File: src/rtl/sbox_roundtrip_bist.sv
// Built-in self-test for a combined AES S-box (forward + inverse behind one
// encrypt select). Each byte x is sent forward, and the result is sent back
// through the inverse. The block checks that x comes back, that the forward
// map has no repeated outputs, that three anchor values are right, and that
// the forward outputs sum to the golden value.
//
// Ports
//   clk, reset_n       : clock and asynchronous active-low reset
//   start, abort       : start a run (only in IDLE/DONE) and cancel a run
//   sbox_encrypt       : S-box select to the S-box (1 = forward, 0 = inverse)
//   sbox_byte_in       : byte sent to the S-box
//   sbox_byte_out      : combinational S-box response
//   busy, done, pass   : run status and verdict (pass is valid with done)
//   fail_count         : number of failing input bytes (0..256)
//   first_fail_addr    : first failing input byte (0x00 if none)
//   anchor_fail        : an anchor value was wrong
//   fwd_sum            : sum of all forward outputs, mod 2^16
module sbox_roundtrip_bist (
  input  logic        clk,
  input  logic        reset_n,
  input  logic        start,
  input  logic        abort,
  output logic        sbox_encrypt,
  output logic [7:0]  sbox_byte_in,
  input  logic [7:0]  sbox_byte_out,
  output logic        busy,
  output logic        done,
  output logic        pass,
  output logic [8:0]  fail_count,
  output logic [7:0]  first_fail_addr,
  output logic        anchor_fail,
  output logic [15:0] fwd_sum
);

  localparam int unsigned BYTE_W = 8;
  localparam int unsigned CNT_W  = 9;
  localparam int unsigned SUM_W  = 16;
  localparam int unsigned SEEN_W = 256;

  localparam logic [SUM_W-1:0]  GOLDEN_SUM = SUM_W'(16'h7F80);
  localparam logic [BYTE_W-1:0] LAST_X     = BYTE_W'(8'hFF);

  typedef enum logic [1:0] {
    ST_IDLE = 2'd0,
    ST_FWD  = 2'd1,
    ST_INV  = 2'd2,
    ST_DONE = 2'd3
  } state_t;

  state_t              state, state_d;
  logic [BYTE_W-1:0]   x, x_d;
  logic [BYTE_W-1:0]   s, s_d;
  logic [SEEN_W-1:0]   seen, seen_d;
  logic                fail_flag, fail_flag_d;
  logic                sbox_encrypt_d;
  logic [BYTE_W-1:0]   sbox_byte_in_d;
  logic                busy_d, done_d, pass_d;
  logic [CNT_W-1:0]    fail_count_d;
  logic [BYTE_W-1:0]   first_fail_addr_d;
  logic                anchor_fail_d;
  logic [SUM_W-1:0]    fwd_sum_d;
  logic                clear_c;
  logic                mismatch_c;
  logic                anchor_bad_c;

  // State and datapath registers
  always_ff @(posedge clk or negedge reset_n) begin
    if (!reset_n) begin
      state           <= ST_IDLE;
      x               <= '0;
      s               <= '0;
      seen            <= '0;
      fail_flag       <= 1'b0;
      sbox_encrypt    <= 1'b1;
      sbox_byte_in    <= '0;
      busy            <= 1'b0;
      done            <= 1'b0;
      pass            <= 1'b0;
      fail_count      <= '0;
      first_fail_addr <= '0;
      anchor_fail     <= 1'b0;
      fwd_sum         <= '0;
    end else begin
      state           <= state_d;
      x               <= x_d;
      s               <= s_d;
      seen            <= seen_d;
      fail_flag       <= fail_flag_d;
      sbox_encrypt    <= sbox_encrypt_d;
      sbox_byte_in    <= sbox_byte_in_d;
      busy            <= busy_d;
      done            <= done_d;
      pass            <= pass_d;
      fail_count      <= fail_count_d;
      first_fail_addr <= first_fail_addr_d;
      anchor_fail     <= anchor_fail_d;
      fwd_sum         <= fwd_sum_d;
    end
  end

  // Next-state and next-output logic. S-box drive values are registered
  // one cycle ahead so they already hold x (FWD) or s (INV) in that state.
  always_comb begin
    state_d           = state;
    x_d               = x;
    s_d               = s;
    seen_d            = seen;
    fail_flag_d       = fail_flag;
    sbox_encrypt_d    = sbox_encrypt;
    sbox_byte_in_d    = sbox_byte_in;
    busy_d            = busy;
    done_d            = done;
    pass_d            = pass;
    fail_count_d      = fail_count;
    first_fail_addr_d = first_fail_addr;
    anchor_fail_d     = anchor_fail;
    fwd_sum_d         = fwd_sum;
    clear_c           = 1'b0;
    mismatch_c        = 1'b0;
    anchor_bad_c      = 1'b0;

    unique case (state)
      ST_IDLE, ST_DONE: begin
        if (start) begin
          state_d        = ST_FWD;
          clear_c        = 1'b1;
          busy_d         = 1'b1;
          done_d         = 1'b0;
          sbox_encrypt_d = 1'b1;
          sbox_byte_in_d = '0;
        end else if (abort && (state == ST_DONE)) begin
          state_d = ST_IDLE;
          clear_c = 1'b1;
          done_d  = 1'b0;
        end
      end

      ST_FWD: begin
        if (abort) begin
          state_d        = ST_IDLE;
          clear_c        = 1'b1;
          busy_d         = 1'b0;
          sbox_encrypt_d = 1'b1;
          sbox_byte_in_d = '0;
        end else begin
          s_d       = sbox_byte_out;
          fwd_sum_d = fwd_sum + SUM_W'(sbox_byte_out);
          // A repeated forward output means the map is not a permutation
          if (seen[sbox_byte_out]) fail_flag_d = 1'b1;
          seen_d[sbox_byte_out] = 1'b1;
          unique case (x)
            8'h00:   anchor_bad_c = (sbox_byte_out != 8'h63);
            8'h53:   anchor_bad_c = (sbox_byte_out != 8'hED);
            8'hFF:   anchor_bad_c = (sbox_byte_out != 8'h16);
            default: anchor_bad_c = 1'b0;
          endcase
          if (anchor_bad_c) begin
            fail_flag_d   = 1'b1;
            anchor_fail_d = 1'b1;
          end
          state_d        = ST_INV;
          sbox_encrypt_d = 1'b0;
          sbox_byte_in_d = sbox_byte_out;
        end
      end

      ST_INV: begin
        if (abort) begin
          state_d        = ST_IDLE;
          clear_c        = 1'b1;
          busy_d         = 1'b0;
          sbox_encrypt_d = 1'b1;
          sbox_byte_in_d = '0;
        end else begin
          mismatch_c = (sbox_byte_out != x);
          // Any failure for this x counts once
          if (mismatch_c || fail_flag) begin
            fail_count_d = fail_count + CNT_W'(1);
            if (fail_count == '0) first_fail_addr_d = x;
          end
          fail_flag_d    = 1'b0;
          sbox_encrypt_d = 1'b1;
          if (x == LAST_X) begin
            state_d        = ST_DONE;
            busy_d         = 1'b0;
            done_d         = 1'b1;
            sbox_byte_in_d = '0;
            pass_d         = (fail_count_d == '0) && (fwd_sum == GOLDEN_SUM)
                             && !anchor_fail;
          end else begin
            state_d        = ST_FWD;
            x_d            = x + BYTE_W'(1);
            sbox_byte_in_d = x + BYTE_W'(1);
          end
        end
      end

      default: state_d = ST_IDLE;
    endcase

    // Shared clear for start and abort
    if (clear_c) begin
      x_d               = '0;
      s_d               = '0;
      seen_d            = '0;
      fail_flag_d       = 1'b0;
      pass_d            = 1'b0;
      fail_count_d      = '0;
      first_fail_addr_d = '0;
      anchor_fail_d     = 1'b0;
      fwd_sum_d         = '0;
    end
  end

endmodule

File: config.mk
export PLATFORM = sky130hd
export DESIGN_NAME = sbox_roundtrip_bist
export DESIGN_NICKNAME = d
export VERILOG_FILES = /design/src/rtl/sbox_roundtrip_bist.sv
export SDC_FILE = /design/constraint.sdc
export NUM_CORES = 1
export LEC_CHECK = 0
export CAP_MARGIN = 5
export CORE_MARGIN = 2
export CORE_UTILIZATION = 45
export CTS_BUF_LIST = sky130_fd_sc_hd__clkbuf_16
export CTS_CLUSTER_DIAMETER = 80
export DETAILED_ROUTE_END_ITERATION = 16
export MAX_ROUTING_LAYER = met4
export PLACE_DENSITY = 0.61
export SYNTH_ARGS = -nofsm -noshare
export SYNTH_HDL_FRONTEND = slang
export SYNTH_SLANG_ARGS = --single-unit
File: constraint.sdc
create_clock -name clk -period 2.4 [get_ports clk]
set_input_delay 0.48 -clock clk [delete_from_list [all_inputs] [get_ports clk]]
set_output_delay 0.48 -clock clk [all_outputs]
set_load 0.02 [all_outputs]
=== Word level (Yosys, flattened, before mapping) ===
Cells that the tools add are included.

* Eq/ne operators: 21
* Mux-type cells: 68
* $lt $le $gt $ge: 2
* Bitwise operators: 1
* Reduce and logical (&&, ||, !) cells: 29
* $add $sub $neg: 3

{| class="wikitable"
|+ Operators with widths
! kind !! count
|-
| $mux W256 || 3
|-
| $or A256 B256 Y256 || 1
|-
| $mux W8 || 13
|-
| $mux W9 || 6
|-
| $mux W16 || 3
|-
| $mux W1 || 28
|-
| $pmux W8 S3 || 1
|-
| $logic_not A9 Y1 || 2
|-
| $add A16 B8 Y16 || 1
|-
| $eq A16 B15 Y1 const B || 1
|-
| $reduce_bool A2 Y1 || 7
|-
| $ne A3 B3 Y1 const B || 4
|-
| $reduce_and A3 Y1 || 4
|-
| $reduce_and A4 Y1 || 3
|-
| $mux W2 || 5
|-
| $ne A2 B2 Y1 const B || 5
|-
| $add A9 B1 Y9 const B || 1
|-
| $lt A8 B9 Y1 const B || 1
|-
| $pmux W1 S3 || 3
|-
| $add A8 B1 Y8 const B || 1
|-
| $bmux W1 S8 || 1
|-
| $demux W1 S8 || 1
|-
| $eq A8 B7 Y1 const B || 1
|-
| $eq A8 B8 Y1 const B || 1
|-
| other kinds (19) || 27
|}

* Logic and storage cells: 137
* Register bits: 313
* Output and inout bits: 46

=== Logic depth before layout (Yosys ltp) ===
Gate-level depths: netlist of run 1.

* Depth after elaboration: 12
* Depth in mapped cells: 12
* Depth with buffers taken out: 10

=== Worst setup path after synthesis of run 1 ===
Ideal clock, no wire load.

* Kind: input to register
* Start: input port sbox_byte_out[0]
* End: register fail_flag
* Data arrival time: 2.390 ns
* Buffers on the path: 3
* Setup time: 0.121 ns
* Slack: -0.111 ns
* Cell stages on the path: 9
* Required time: 2.279 ns
* Cell sequence: buf_6 > clkbuf_4 > buf_6 > mux4_2 > mux4_2 > a22oi_1 > and4bb_4 > nand2_1 > a22o_1

* Cells in the longest elaborated chain, start to end: 8
* Elaborated cells between the ends (all ways): 14
* Those cells by class: 4 x eq/ne; 9 x mux; 1 x reduce/logical

{| class="wikitable"
|+ Ends and longest elaborated chain
! element !! line !! source
|-
| start: declaration || 25 || <nowiki>input logic [7:0] sbox_byte_out,</nowiki>
|-
| branches (longest 8 deep; another with $bmux W1 S8) || -- ||
|-
| end signal: assignment || 88 || <nowiki>fail_flag <= fail_flag_d;</nowiki>
|-
| end: declaration || 54 || <nowiki>logic fail_flag, fail_flag_d;</nowiki>
|}

Several ways; the timed one is not identified. The select of a mux whose other input is x is not followed.
A chain may end at the register's enable or synchronous reset.

=== Final worst setup path of run 1 ===
* Start: register x[0]
* End: register fail_flag

* Cells in the longest elaborated chain, start to end: 8
* Elaborated cells between the ends (all ways): 12
* Those cells by class: 3 x eq/ne; 7 x mux; 2 x reduce/logical

{| class="wikitable"
|+ Ends and longest elaborated chain
! element !! line !! source
|-
| start: declaration || 51 || <nowiki>logic [BYTE_W-1:0] x, x_d;</nowiki>
|-
| start signal: assignment || 70 || <nowiki>x <= '0;</nowiki>
|-
| start signal: assignment || 85 || <nowiki>x <= x_d;</nowiki>
|-
| $eq A8 B8 Y1, or another cell as far along || 151 || <nowiki>unique case (x)</nowiki>
|-
| $pmux W1 S3 (*) || 151 ||
|-
| $mux W1 (*) || 139 || <nowiki>if (abort) begin</nowiki>
|-
| $mux W1 (*) || 122 || <nowiki>unique case (state)</nowiki>
|-
| $mux W1 || 157 || <nowiki>if (anchor_bad_c) begin</nowiki>
|-
| $mux W1 || 139 ||
|-
| $pmux W1 S2 || 122 ||
|-
| $mux W1 || 202 || <nowiki>if (clear_c) begin</nowiki>
|}

Mark *: on every way between the ends. The rest lies on a longest branch, timed or not. The select of a mux whose other input is x is not followed.

==> results of run 1 <==
-- area by class of cell --
cell class                 instances  area, µm²  area share
clock buffer                      35        876      0.0484
clock inverter                    28        133     0.00733
sequential                       313       7840       0.433
multi-input combinational        996       6480       0.358
timing repair buffer             227       2150       0.119
inverter                          16       60.1     0.00332
tap                              442        553      0.0306
-- per-stage QoR --
step	util	total power (W)	worst slack, ns
global route	0.556	0.0151	-0.218
CTS	0.555	0.0145	-0.102
finish	0.556	0.0144	-0.0758
global placement	0.521	0.00962	-0.753
detailed placement	0.521	0.00964	-0.793
floorplan	-	0.00798	-0.0651
-- per-layer routing --
metal  part of all wire  vias up  routed length, µm
met5                  0        -                  0
met4              0.027        0               1120
met3              0.052       77               2180
met2               0.47      381              19800
met1               0.45     5949              18700
li1                   -     5354                  -
-- path summary, 6_finish.rpt --
check	start	end	slack, ns	cells past startpoint
min reg2reg	sbox_byte_in[1]	sbox_byte_in[1]	0.47	2
min in group asynchronous	reset_n	fail_count[4]	0.49	2
max reg2reg	x[0]	fail_flag	-0.08	10
min	sbox_byte_in[1]	sbox_byte_in[1]	0.47	2
max	x[0]	fail_flag	-0.08	10
max in group asynchronous	reset_n	seen[201]	1.23	3
-- cell families after synthesis --
| family | after synthesis |
|---|---|
| fa+ha+maj | 17 |
| simple gates | 494 |
| flops | 313 |
| mux | 84 |
| buf+inv | 129 |
| compound gates | 367 |
| xor+xnor | 34 |
-- sequential cells by signal, summed over array words and instances (netlist names) --
signal and flops:
anchor_fail 1, busy 1, seen 256, fail_count 9, x 8, fail_flag 1, state 2, sbox_byte_in 8
pass 1, first_fail_addr 8, sbox_encrypt 1, done 1, fwd_sum 16
-- synthesized netlist by cell type, types with 3 or more instances --
cell	count	area [µm²]
nor3_1	13	65.1
nand2_1	52	195
xnor2_1	17	149
o21bai_1	5	37.5
nor3b_1	3	22.5
xor2_1	16	140
nor2_1	338	1270
mux4_2	61	1370
a22o_1	4	35.0
buf_6	8	90.1
or3b_2	3	26.3
dfrtp_1	312	7810
a211oi_1	3	22.5
a31oi_1	4	25.0
nor4b_1	3	26.3
ha_1	16	200
buf_2	26	130
inv_1	16	60.1
a22oi_1	14	105
a21oi_1	291	1460
nor4_1	4	25.0
o22ai_1	13	81.3
and3_1	8	50.1
mux4_1	7	184
nand4_1	7	43.8
or3_1	10	62.6
o21ai_0	17	85.1
nand2b_1	6	37.5
clkbuf_1	69	259
mux2_2	3	33.8
nand3_1	18	90.1
or4_1	3	22.5
nor2b_1	6	37.5
and4_1	7	61.3
mux2i_1	13	130
nand3b_1	4	30.0
buf_4	4	30.0
-- power by group --
part | leakage (nW) | internal (W) | switching, W | total (W)
Combinational | 3.29 | 0.00138 | 0.00261 | 0.00399
Sequential | 4.36 | 0.00546 | 0.000171 | 0.00563
Clock | 0.530 | 0.00266 | 0.00215 | 0.00481
Total | 8.18 | 0.00950 | 0.00493 | 0.0144
-- critical path, cell delays in order, from the launching register on --
cell      delay, ns
dfrtp_1        0.40
ha_2           0.20
and4_1         0.21
nand4_1        0.14
buf_4          0.19
or4_4          0.41
o21ai_2        0.08
a32oi_2        0.13
and4bb_4       0.34
nand2_2        0.05
a22o_1         0.20
-- repair_timing --
action / 4_1_cts / 5_1_grt
setup endpoints to repair: 12 / 17
gates resized for setup: 13 / 12
setup buffers: 5 / 1
endpoints found under the hold margin: 49 / 0
pin swaps: 11 / 7
hold buffers: 1 / 0
==> results by group, run 1 <==
Worst setup path
  – Required @ worst endpoint: about 2.8 ns
  – WP data arrival: between 2 and 3 ns
  – Maximum fanout along the worst path: 3
  – CP Launch Type: register
  – CP endpoint kind: register
  – Crit Path Class: reg -> reg

Floorplanning
  – Overall die width: ~190 µm
  – Die Span Y: approximately 190 µm
  – Core Region: about 33000 µm²
  – Floorplan row count: 66
  – Initial core utilization: 0.456
  – I/O pin count: 58
  – Area of the die: between 30000 and 40000 µm²

Logic synthesis
  – Cell Area, Synth: 14800 µm²
  – Synthesis-stage register bit count: between 300 and 400
  – Simple-gate area share of the yosys netlist: 0.145
  – Part of the Yosys area used for sequential elements: 0.528
  – Number of synthesized flops with an enable pin: 0
  – Synth Area in Compound Gates: 0.133
  – Top FF cell, synth: dfrtp_1
  – Largest family of logic cells by synthesized area: simple AND/OR/NAND/NOR gates
  – Adder-cell share of the synthesized area: 0.0148
  – Net Count, Synth: between 1000 and 1500
  – Cells after Synth: ~1400
  – Multiplexer share of the synthesized area: 0.116
  – Syn avg cell area: approximately 10 µm²
  – Synth warn: 0
  – XOR/XNOR share of the synthesized area: 0.0206
  – Synth unique cells: 61
  – FFs w/ async S/R, synth: 1.00

Route
  – DRT Pass-1 Iters: 7
  – Post-route ant nets: 0
  – Starting DRT DRC Count: between 1000 and 1500
  – DR DRC count: 0
  – Vias: 11800
  – DR vias/cell: 5.72
  – DR WL/cell: roughly 20 µm
  – Post-Route WL: between 40000 and 50000 µm

Worst hold path
  – Hold Crit Class: reg -> reg

Run
  – Max_cap viols: 0

Cells and area
  – Fillers: about 2900
  – P&R area growth vs syn: 22.0%
  – Non-filler instance count after layout: approximately 2100
  – Layout Nets: between 1500 and 2000
  – Most frequent cells in the layout: nor2_1, dfrtp_1, a21oi_1
  – Antenna diode count: 0
  – Final instance area: around 18000 µm²
  – Fraction of layout cells with a size suffix above 1: 0.202
  – Commonest non-fill, non-tap cell in the layout: nor2_1

CTS
  – H-tree depth: 2
  – Bufs on Longest Clock Path: 3
  – Clock-pin slew on the worst setup and hold paths: 0.07 ns
  – Clk_lat worst skew: approximately 0.52 ns
  – Number of buffers created by CTS: 35
  – CTS sink cnt: ~310
  – TritonCTS clock tree: yes
  – Clk root buf: clkbuf_16

Global routing
  – Met2 Use GR: 0.400
  – Grt ovf: 0
  – Number of global-route vias before repair: about 12000
  – First-pass GRT wire length: about 67000 µm
  – Largest net degree at the start of global routing: 110
  – Met3 usage: 0.0372
  – Initial antenna violation count: 0
  – Met1 GRT Util: 0.357
  – Most Crowded Layer GR: met2
  – Global-route usage over all layers: 0.258

Timing
  – Final setup skew: approximately 0.013 ns
  – Hold Worst Slack: between 0.4 and 0.5 ns
  – Minimum clock period: about 2.5 ns
  – Final period utilization: 1.03
  – RSZ-0062 raised after global routing: true
  – Worst Max-Slew Pin Slew: 1.11 ns
  – Max Slew Vio Count: 0
  – Setup_tns: -0.103 ns
  – Final hold violation count: 0
  – Fmax: between 400 and 500 MHz
  – Final worst setup slack: -0.0758 ns
  – Final setup fails: 2
  – Max-slew headroom: 0.256

Pwr
  – Pleak: between 8 and 9 nW
  – PD cells: between 700 and 800 nW/µm²
  – Max VDD drop: around 0.72 mV

Placed design
  – Post-DP HPWL: around 27000 µm
  – Gpl congestion: roughly 0.85
  – Placed Cells incl. Taps: 1990
  – Cell Area, Placed: around 17000 µm²
  – IO buf count: between 50 and 60

Run status
  – Outcome: finished, violations left
  – Violated checks: negative setup slack
Power figures use the tool's default switching activity.
==> run 2: changes to the inputs <==
Settings changed: CELL_PAD_IN_SITES_DETAIL_PLACEMENT set to 0, CELL_PAD_IN_SITES_GLOBAL_PLACEMENT set to 1, CORE_UTILIZATION 45 to 44, PLACE_DENSITY 0.61 to 0.73.
==> results by group, run 2 (same netlist as run 1, synthesis figures left out) <==
CTS
  – Clk root buf: clkbuf_16
  – TritonCTS clock tree: yes
  – Number of buffers created by CTS: 36
  – CTS sink cnt: between 300 and 400
  – Clk_lat worst skew: about 0.52 ns
  – H-tree depth: 2
  – Bufs on Longest Clock Path: 3
  – Clock-pin slew on the worst setup and hold paths: around 0.060 ns

Cells and area
  – Most frequent cells in the layout: nor2_1, dfrtp_1, a21oi_1
  – P&R area growth vs syn: 24.7%
  – Number of flip-flops in the largest register: approximately 260
  – Antenna diode count: 0
  – Util after Layout: 0.554
  – Layout Nets: around 1600
  – Fraction of layout cells with a size suffix above 1: 0.218
  – Non-filler instance count after layout: 2093
  – Largest reg by FF count: seen
  – Commonest non-fill, non-tap cell in the layout: nor2_1
  – Top Registers: seen x256, fwd_sum x16, fail_count x9

Run status
  – Outcome: finished, violations left
  – Violated checks: negative setup slack

Worst hold path
  – Worst hold start: sbox_byte_in[2]
  – Min-Delay Endpoint: sbox_byte_in[2]
  – Hold Crit Depth: 2
  – Hold Crit Class: reg -> reg

Placed design
  – Gpl congestion: between 0.9 and 1
  – Post-DP HPWL: around 29000 µm
  – IO buf count: 57
  – Placed Cells incl. Taps: 2022

Route
  – Top sig layer: met4
  – Post-route ant nets: 0
  – DR DRC count: 0
  – DR vias/cell: between 5 and 6
  – DR WL/cell: 20.1 µm
  – DRT Pass-1 Iters: 5
  – Wl on met1: roughly 19000 µm
  – Starting DRT DRC Count: 801
  – Post-Route WL: roughly 42000 µm
  – Vias: 11700
  – DR WL met2: 20400 µm
  – Met3 Wirelength: 1940 µm

Worst setup path
  – Worst r2r path cells: 10
  – CP endpoint kind: register
  – Maximum fanout along the worst path: 3
  – Crit Path Class: reg -> reg
  – Reg-to-Reg Start: x[0]
  – R2R Setup Slk: -0.08 ns
  – CP Launch Type: register
  – R2R Path End: fail_flag
  – Required @ worst endpoint: ~2.8 ns
  – WP data arrival: slightly below 3 ns

Floorplanning
  – Die Span Y: between 150 and 200 µm
  – Core Region: 33400 µm²
  – Area of the die: 35200 µm²
  – Floorplan row count: 67
  – Initial core utilization: 0.445
  – Overall die width: about 190 µm
  – I/O pin count: 58

Global routing
  – Global-route usage over all layers: 0.250
  – Largest net degree at the start of global routing: 59
  – First-pass GRT wire length: roughly 68000 µm
  – Number of global-route vias before repair: between 10000 and 15000
  – Initial antenna violation count: 0
  – Grt ovf: 0

Timing
  – Final worst setup slack: -0.0767 ns
  – Fmax: 404 MHz
  – Final setup fails: 1
  – Max-slew headroom: 0.280
  – Final period utilization: 1.03
  – Worst Max-Slew Pin Slew: approximately 1.1 ns
  – RSZ-0062 raised after global routing: true
  – Final hold violation count: 0
  – Final setup skew: around 0.017 ns
  – Minimum clock period: ~2.5 ns
  – Max Slew Vio Count: 0

Pwr
  – Max VDD drop: 0.499 mV
  – PD cells: roughly 820 nW/µm²
  – Pleak: approximately 8.4 nW

Run
  – Max_cap viols: 0
-- run 2: timing repair --
item                                   CTS  global route
pin swaps                                6             8
setup endpoints to repair               14            37
gates resized for setup                  7            24
endpoints found under the hold margin   48             0
buffers inserted                         4             3
hold buffers                             1             0
-- run 2: how the worst max path moves through the flow --
| stage | slack (ns) | from | endpoint | cells after the start |
|---|---|---|---|---|
| after floorplan | -0.07 | sbox_byte_out[0] | fail_flag | 9 |
| after global placement | -0.74 | sbox_byte_out[5] | fail_flag | 11 |
| after detailed placement | -0.75 | sbox_byte_out[5] | fail_flag | 11 |
| after CTS | -0.07 | x[0] | fail_flag | 10 |
| after global routing | -0.17 | x[0] | fail_flag | 10 |
| final | -0.08 | x[0] | fail_flag | 10 |
-- run 2: worst max-delay path, stage by stage, from the launching register on --
cell,delay (ns)
dfrtp_1,0.38
ha_2,0.19
and4_4,0.22
nand4_1,0.15
buf_6,0.17
or4_4,0.47
o21ai_2,0.08
a32oi_2,0.13
and4bb_4,0.34
nand2_2,0.04
a22o_1,0.19
-- run 2: routing by layer --
metal / up-vias / GRT usage
met4: 0 / 0.0700
met3: 70 / 0.0309
met5: - / -
li1: 5405 / -
met2: 283 / 0.403
met1: 5957 / 0.336
-- run 2: where the power goes --
| group | switching (W) | internal, W | leakage [nW] |
|---|---|---|---|
| Clock | 0.00214 | 0.00290 | 0.551 |
| Sequential | 0.000148 | 0.00546 | 4.36 |
| Combinational | 0.00277 | 0.00182 | 3.46 |
-- run 2: through the flow --
step	hold WS [ns]	worst slack [ns]	power (W)	TNS, ns	cell area [µm²]
finish	0.474	-0.0767	0.0152	-0.0767	18500
global route	0.506	-0.172	0.0160	-0.275	18500
CTS	0.482	-0.0683	0.0153	-0.104	18400
detailed placement	0.451	-0.746	0.0102	-59.64	17200
global placement	0.453	-0.739	0.0102	-54.14	17200
floorplan	0.184	-0.0651	0.00798	-0.0651	14900
-- run 2: area by class of cell --
type	instances	area (µm²)
clock inverters	27	150
clock buffers	37	926
flip-flops and latches	313	7830
repair buffers	256	2450
well taps	448	561
multi-input cells	996	6510
inverters	16	60.1
fillers	2964	14900
